**config.mk**
```make
export PLATFORM = sky130hd
export DESIGN_NAME = xbar_write_arbiter
export DESIGN_NICKNAME = d
export VERILOG_FILES = /design/src/rtl/xbar_arb_pkg.sv /design/src/rtl/rr_picker.sv /design/src/rtl/xbar_write_arbiter.sv
export SDC_FILE = /design/constraint.sdc
export NUM_CORES = 1
export LEC_CHECK = 0
export ABC_AREA = 0
export CORE_MARGIN = 5
export CORE_UTILIZATION = 29
export CTS_BUF_LIST = sky130_fd_sc_hd__clkbuf_4 sky130_fd_sc_hd__clkbuf_8
export DETAILED_ROUTE_END_ITERATION = 8
export GPL_ROUTABILITY_DRIVEN = 0
export HOLD_SLACK_MARGIN = 0.15
export PLACE_DENSITY_LB_ADDON = 0.2
export SLEW_MARGIN = 10
export SYNTH_ARGS = -nofsm -noshare
export SYNTH_HDL_FRONTEND = slang
export SYNTH_SLANG_ARGS = --single-unit
```
**constraint.sdc**
```tcl
create_clock -name clk_tx -period 3.8 [get_ports clk_tx]
set_input_delay 0.76 -clock clk_tx [delete_from_list [all_inputs] [get_ports clk_tx]]
set_output_delay 0.76 -clock clk_tx [all_outputs]
set_load 0.01 [all_outputs]
```
**src/rtl/xbar_arb_pkg.sv**
```systemverilog
// Shared types and defaults for the crossbar write-port arbiter.
package xbar_arb_pkg;

  // Two-state packet arbiter: waiting for a request, or moving one packet.
  typedef enum logic {
    ARB_IDLE = 1'b0,
    ARB_XFER = 1'b1
  } arb_state_t;

  localparam int NUM_REQ_DEF = 4;
  localparam int DATA_W_DEF  = 32;

  // Debug beat counter width and its saturation value.
  localparam int         BEAT_CNT_W   = 8;
  localparam logic [7:0] BEAT_CNT_MAX = 8'hFF;

  // Width of a requester index; never collapses to zero bits.
  function automatic int idx_width(input int n);
    return (n > 1) ? $clog2(n) : 1;
  endfunction

endpackage

```
**src/rtl/rr_picker.sv**
```systemverilog
// Combinational round-robin picker: first valid requester searching upward
// from (last_winner + 1), wrapping from NUM_REQ-1 back to 0.
module rr_picker
  import xbar_arb_pkg::*;
#(
  parameter int NUM_REQ = NUM_REQ_DEF,
  parameter int IDX_W   = idx_width(NUM_REQ_DEF)
) (
  input  logic [NUM_REQ-1:0] req_valid,
  input  logic [IDX_W-1:0]   last_winner,
  output logic [NUM_REQ-1:0] pick,
  output logic               any_valid
);

  int              lw_int;
  logic [IDX_W-1:0] idx_v;
  logic            found;

  // Walk the rotated priority order once and keep the first hit only.
  always_comb begin
    pick   = '0;
    found  = 1'b0;
    idx_v  = '0;
    lw_int = int'(last_winner);
    for (int k = 1; k <= NUM_REQ; k++) begin
      idx_v = IDX_W'((lw_int + k) % NUM_REQ);
      if (!found && req_valid[idx_v]) begin
        pick[idx_v] = 1'b1;
        found       = 1'b1;
      end
    end
  end

  assign any_valid = |req_valid;

endmodule

```
**src/rtl/xbar_write_arbiter.sv**
```systemverilog
// Packet-locked round-robin arbiter that shares one FIFO write port among
// NUM_REQ requesters. The FIFO full flag back-pressures the owner only.
module xbar_write_arbiter
  import xbar_arb_pkg::*;
#(
  parameter int NUM_REQ = NUM_REQ_DEF,
  parameter int DATA_W  = DATA_W_DEF
) (
  input  logic                      clk_tx,
  input  logic                      nrst_tx,
  input  logic [NUM_REQ-1:0]        req_valid,
  input  logic [NUM_REQ-1:0]        req_last,
  input  logic [NUM_REQ*DATA_W-1:0] req_data,
  output logic [NUM_REQ-1:0]        req_ready,
  input  logic                      full,
  output logic                      push,
  output logic [DATA_W-1:0]         push_data,
  output logic [NUM_REQ-1:0]        grant,
  output logic                      busy
);

  localparam int IDX_W = idx_width(NUM_REQ);

  arb_state_t            state_reg, state_next;
  logic [NUM_REQ-1:0]    grant_reg, grant_next;
  logic [IDX_W-1:0]      last_winner_reg, last_winner_next;
  logic [BEAT_CNT_W-1:0] beat_cnt_reg, beat_cnt_next;

  logic [NUM_REQ-1:0]    pick;
  logic                  any_valid;
  logic [IDX_W-1:0]      grant_idx;
  logic                  sel_valid;
  logic                  sel_last;
  logic [DATA_W-1:0]     sel_data;
  logic [DATA_W-1:0]     masked_data [NUM_REQ];
  logic                  push_int;
  logic                  xfer_active;

  rr_picker #(
    .NUM_REQ (NUM_REQ),
    .IDX_W   (IDX_W)
  ) u_rr_picker (
    .req_valid   (req_valid),
    .last_winner (last_winner_reg),
    .pick        (pick),
    .any_valid   (any_valid)
  );

  // Per-requester data lanes masked by the one-hot grant, so the owner's
  // word can be recovered with a plain OR tree.
  for (genvar gi = 0; gi < NUM_REQ; gi++) begin : g_lane
    assign masked_data[gi] = {DATA_W{grant_reg[gi]}} & req_data[gi*DATA_W +: DATA_W];
  end

  // Collapse the masked lanes into the owner's data word.
  always_comb begin
    sel_data = '0;
    for (int i = 0; i < NUM_REQ; i++) begin
      sel_data = sel_data | masked_data[i];
    end
  end

  // One-hot grant to binary index, remembered as last_winner at packet end.
  always_comb begin
    grant_idx = '0;
    for (int i = 0; i < NUM_REQ; i++) begin
      if (grant_reg[i]) begin
        grant_idx = IDX_W'(i);
      end
    end
  end

  assign sel_valid = |(req_valid & grant_reg);
  assign sel_last  = |(req_last & grant_reg);

  // Next-state logic: arbitrate in IDLE, move beats in XFER until the
  // owner's last beat is actually written.
  always_comb begin
    state_next       = state_reg;
    grant_next       = grant_reg;
    last_winner_next = last_winner_reg;
    beat_cnt_next    = beat_cnt_reg;
    push_int         = 1'b0;
    case (state_reg)
      ARB_IDLE: begin
        if (any_valid) begin
          state_next    = ARB_XFER;
          grant_next    = pick;
          beat_cnt_next = '0;
        end
      end
      ARB_XFER: begin
        push_int = sel_valid & ~full;
        if (push_int) begin
          if (beat_cnt_reg != BEAT_CNT_MAX) begin
            beat_cnt_next = beat_cnt_reg + 8'd1;
          end
          if (sel_last) begin
            state_next       = ARB_IDLE;
            grant_next       = '0;
            last_winner_next = grant_idx;
          end
        end
      end
      default: begin
        state_next = ARB_IDLE;
        grant_next = '0;
      end
    endcase
  end

  // State registers; reset leaves requester 0 first in line.
  always_ff @(posedge clk_tx) begin
    if (!nrst_tx) begin
      state_reg       <= ARB_IDLE;
      grant_reg       <= '0;
      last_winner_reg <= IDX_W'(NUM_REQ - 1);
      beat_cnt_reg    <= '0;
    end else begin
      state_reg       <= state_next;
      grant_reg       <= grant_next;
      last_winner_reg <= last_winner_next;
      beat_cnt_reg    <= beat_cnt_next;
    end
  end

  // Handshake outputs are forced quiet while reset is held, so a packet
  // interrupted by reset cannot push one more beat in that cycle.
  assign xfer_active = nrst_tx & (state_reg == ARB_XFER);
  assign busy        = xfer_active;
  assign push        = nrst_tx & push_int;
  assign push_data   = push ? sel_data : '0;
  assign req_ready   = {NUM_REQ{xfer_active & ~full}} & grant_reg;
  assign grant       = grant_reg;

endmodule
```
# == Word-level counts from Yosys, hierarchy flattened ==
# Cells that the tools add are included.
# word_totals
input_bits,139
ff_bits,7
out_inout_bits,42
elab_cells,88
# op_classes
n_mux,36
addsub,4
eq_ne,3
n_lt_le_gt_ge,8
reduce_logical,15
n_bitwise,19
# ops
cell,n
$and A32 B32 Y32,4
$or A32 B32 Y32,3
$mux W32,1
$mux W4,7
$mux W1,16
$and A4 B4 Y4,3
$lt A2 B3 Y1 const B,4
$or A4 B4 Y4,3
$reduce_or A4 Y1,3
$bmux W1 S2,4
$demux W1 S2,4
$ge A2 B1 Y1 const B,4
$pmux W4 S2,1
$logic_and A1 B1 Y1,7
$reduce_and A3 Y1,2
$add A2 B1 Y2 const B,2
$add A2 B2 Y2 const B,2
$and A1 B1 Y1,4
$mux W2,2
$ne A2 B1 Y1 const B,2
$logic_not A1 Y1,3
$ne A2 B2 Y1 const B,1
$not A1 Y1,2
$pmux W1 S2,1

# == Longest topological paths before layout ==
# logic_depth
word_depth,15
mapped_depth,6
mapped_depth_nobuf,6

# == By module ==
# Synthesis repeated with hierarchy kept, for this count alone.
# unflattened
cells_unflattened,204
hier_area_um2,1557.7
# modules_own_cells
module,instances,area_each_um2,cells_per_inst
xbar_write_arbiter,1,1192.4,165
rr_picker,1,365.4,39

# == Worst setup path after synthesis ==
# OpenSTA, ideal clock, no wires.
# synth_path
path_kind,input -> output
startpoint,input full
endpoint,output push_data[22]
path_stages,5
n_path_buf,1
required_time_ps,3040
arrival_time_ps,1637
setup_slack_ps,1403
path_cell_list,nand2b_1 > nor2_1 > nand2_1 > clkbuf_1 > a21oi_1
# synth_via
elab_chain_cells,5
# synth_lines
item,line,rtl
from (decl),xbar_write_arbiter.sv:15,"input logic full,"
$not A1 Y1,xbar_write_arbiter.sv:93,push_int = sel_valid & ~full;
$and A1 B1 Y1,xbar_write_arbiter.sv:93,
$mux W1,xbar_write_arbiter.sv:84,case (state_reg)
$and A1 B1 Y1,xbar_write_arbiter.sv:131,assign push = nrst_tx & push_int;
$mux W32,xbar_write_arbiter.sv:132,assign push_data = push ? sel_data : '0;
to (decl),xbar_write_arbiter.sv:17,"output logic [DATA_W-1:0] push_data,"
# Every way passes these cells.

# == Final worst setup path ==
# layout_path
startpoint,input nrst_tx
endpoint,output push_data[1]
# layout_via
elab_chain_cells,2
# layout_lines
item,line,rtl
from (decl),xbar_write_arbiter.sv:10,"input logic nrst_tx,"
$and A1 B1 Y1,xbar_write_arbiter.sv:131,
$mux W32,xbar_write_arbiter.sv:132,
# Every way passes these cells.

==> summary.md <==
| Metric | Value |
|---|---|
| Slew Viols, Final | `0` |
| Wire per inst | `19.56 um` |
| Pwr dens | `127.8 mW/mm^2` |
| Drt drc | `0` |
| Antenna viol nets, final | `0` |
| Synth top area cells | `a22oi_1, a21oi_1, dfxtp_1` |
| Asr flop ratio synth | `0%` |
| Core area | `0.004786 sq mm` |
| Status | `completed` |
| Clock buffer depth | `2` |
| First-pass GRT wire length | `12240 um` |
| Post-Route WL | `8507 um` |
| Tmin final | `3.575 ns` |
| DIE AREA | `0.006495 sq mm` |
| Crit-path max FO | `33` |
| Tightest Pin Transition | `0.3998 ns` |
| Fillers | `399` |
| Vias per inst | `5.471` |
| Synth-to-layout area growth | `133.8%` |
| Area leader, netlist | `a22oi_1` |
| Worst reg2reg path depth | `6` |
| Worst-skew pair later-pin latency | `0.23 ns` |
| Yosys cell types | `28` |
| Hold Path Class | `reg -> reg` |
| # Post-CTS Setup Buffers | `0` |
| Slew headroom | `73.34%` |
| FP Rows | `25` |
| Overall Global Routing Usage | `24.52%` |
| Met3 WL | `683 um` |
| Number of antenna diodes | `0` |
| Antenna violations before repair | `0` |
| GR Overflow Total | `0` |
| CTS Hold Buffers Added | `0` |
| Final Skew | `0.005309 ns` |
| PostCTS Resize Cnt | `0` |
| Lkg Pwr | `1.139 nW` |
| Share of cells above drive strength 1 | `5.707%` |
| Starting Density | `30.20%` |
| Setup TNS | `0 ns` |
| 1st-pass router iterations | `4` |
| # clock sinks | `7` |
| Number of buffers created by CTS | `3` |
| Peak VDD IR | `0.00008886 V` |
| Number of global-route vias before repair | `2392` |
| Worst EP required | `3.04 ns` |
| Fin. Hold Viols | `0` |
| Nets | `516` |
| Ys Warns | `0` |
| Synthesized area | `0.001445 sq mm` |
| Largest net degree at the start of global routing | `34` |
| RSZ-0062 raised after global routing | `no` |
| Yosys top cell area share | `35.32%` |
| Max reg flops | `4` |
| Via count | `2380` |
| Die span in x | `80.59 um` |
| Final setup violation count | `0` |
| Yosys reg bits | `7` |
| CTS HTree Levels | `1` |
| Synthesized instance count | `195` |
| Hold path cells | `2` |
| WP data arrival | `2.82 ns` |
| Ports | `181` |
| DR WL met2 | `4643 um` |
| Die H | `80.59 um` |
| Number of synthesized flops with an enable pin | `0` |
| Seq/Total Area, Yosys | `9.697%` |
| Critical path capture point type | `output port` |
| CP Launch Type | `input pin` |
| Max-cap viol count | `0` |
| Synthesized net count | `342` |
| Avg Inst Size Synth | `7.411 sq um` |
| Kind of critical path | `in -> out` |
| Top_reg_cell synth | `dfxtp_1` |
| Final HPWL DP | `6866 um` |
| Number of DRC markers in iteration 0 | `146` |
| Reg clk slew, reported paths | `0.04 ns` |
| Ratio of final minimum period to clock period | `94.08%` |
| Root Driver | `clkbuf_8` |
| WL met1 | `2988 um` |
| Max Used Layer | `met4` |
| Post-layout power | `0.0004317 W` |
| Port bufs | `180` |
| Max Fclk | `279.7 MHz` |
| CTS tree | `built` |
-- power breakdown --
part	internal [W]	total, W	leakage, nW	switching, W
registers	0.0000766	0.0000787	0.0572	0.00000217
clock network	0.0000798	0.000113	0.0262	0.0000330
logic	0.000165	0.000240	1.06	0.0000757
-- synth_stat cells (all sizes together), types with 3 or more instances --
library cell / count
buf: 8
a211o: 4
nand3b: 8
a21oi: 36
and2: 5
a211oi: 4
nor2: 4
mux4: 4
nand2: 10
clkbuf: 12
ha: 8
o21ai: 3
a22oi: 68
inv: 4
dfxtp: 7
-- worst max-delay path, stage by stage --
cell and delay, ns:
clkdlybuf4s50_1 0.52, inv_1 0.08, nor2_1 0.30, nand2_1 0.15, buf_12 0.19, a21oi_1 0.19, clkdlybuf4s50_1 0.59
-- per-stage QoR --
stage	cells	setup WS (ns)	hold WS (ns)	utilization, %	area (sq um)
2_1_floorplan	195	1.403	0.4947	-	1445
3_3_place_gp	431	0.3741	0.5206	69.57	3329
3_5_place_dp	431	0.2506	0.5351	69.57	3329
4_1_cts	435	0.2392	0.5390	70.59	3378
5_1_grt	435	0.09285	0.6109	70.59	3378
6_report	435	0.2249	0.5443	70.59	3378
-- final cells by class --
type | instances | area, sq um | area share (%)
inverter | 4 | 15.01 | 0.4444
tap | 67 | 83.83 | 2.481
sequential | 7 | 140.1 | 4.148
multi-input combinational | 164 | 1209 | 35.78
clock buffer | 4 | 48.80 | 1.444
timing repair buffer | 189 | 1882 | 55.70
-- cells in the final DEF, fill, tap and decap left out, types with 2 or more instances in the layout --
master,n
mux4_2,2
a211oi_2,4
a22oi_1,68
and2_1,5
inv_1,4
nor2_1,4
mux4_1,2
a21oi_1,36
a211o_1,4
o21ai_0,3
ha_1,8
buf_4,8
clkdlybuf4s50_1,180
clkbuf_8,3
nand3b_1,8
dfxtp_1,7
nand2_1,10
-- cell families after synthesis --
logic type	share of synthesized area (%)
DFF	9.697
buffers and inverters	6.666
adders and majority gates	6.927
and+or+nand+nor	13.68
muxes	6.753
AOI/OAI and AO/OA	56.28
-- final timing paths --
path / from / to / slack (ns)
worst max-delay path: nrst_tx / push_data[1] / 0.22
worst min-delay path: state_reg$_SDFF_PN0_ / state_reg$_SDFF_PN0_ / 0.54
worst max register to register: last_winner_reg[0]$_SDFFE_PN1P_ / grant[0]$_SDFFE_PN0P_ / 1.32
worst min register to register: state_reg$_SDFF_PN0_ / state_reg$_SDFF_PN0_ / 0.54
-- routing by layer --
metal,up-vias,GRT usage [%]
met5,-,0
met4,0,7.939
met3,18,8.072
met2,111,44.45
met1,1115,26.59
li1,1136,-
Note: power is estimated with default switching activity, not from simulation.
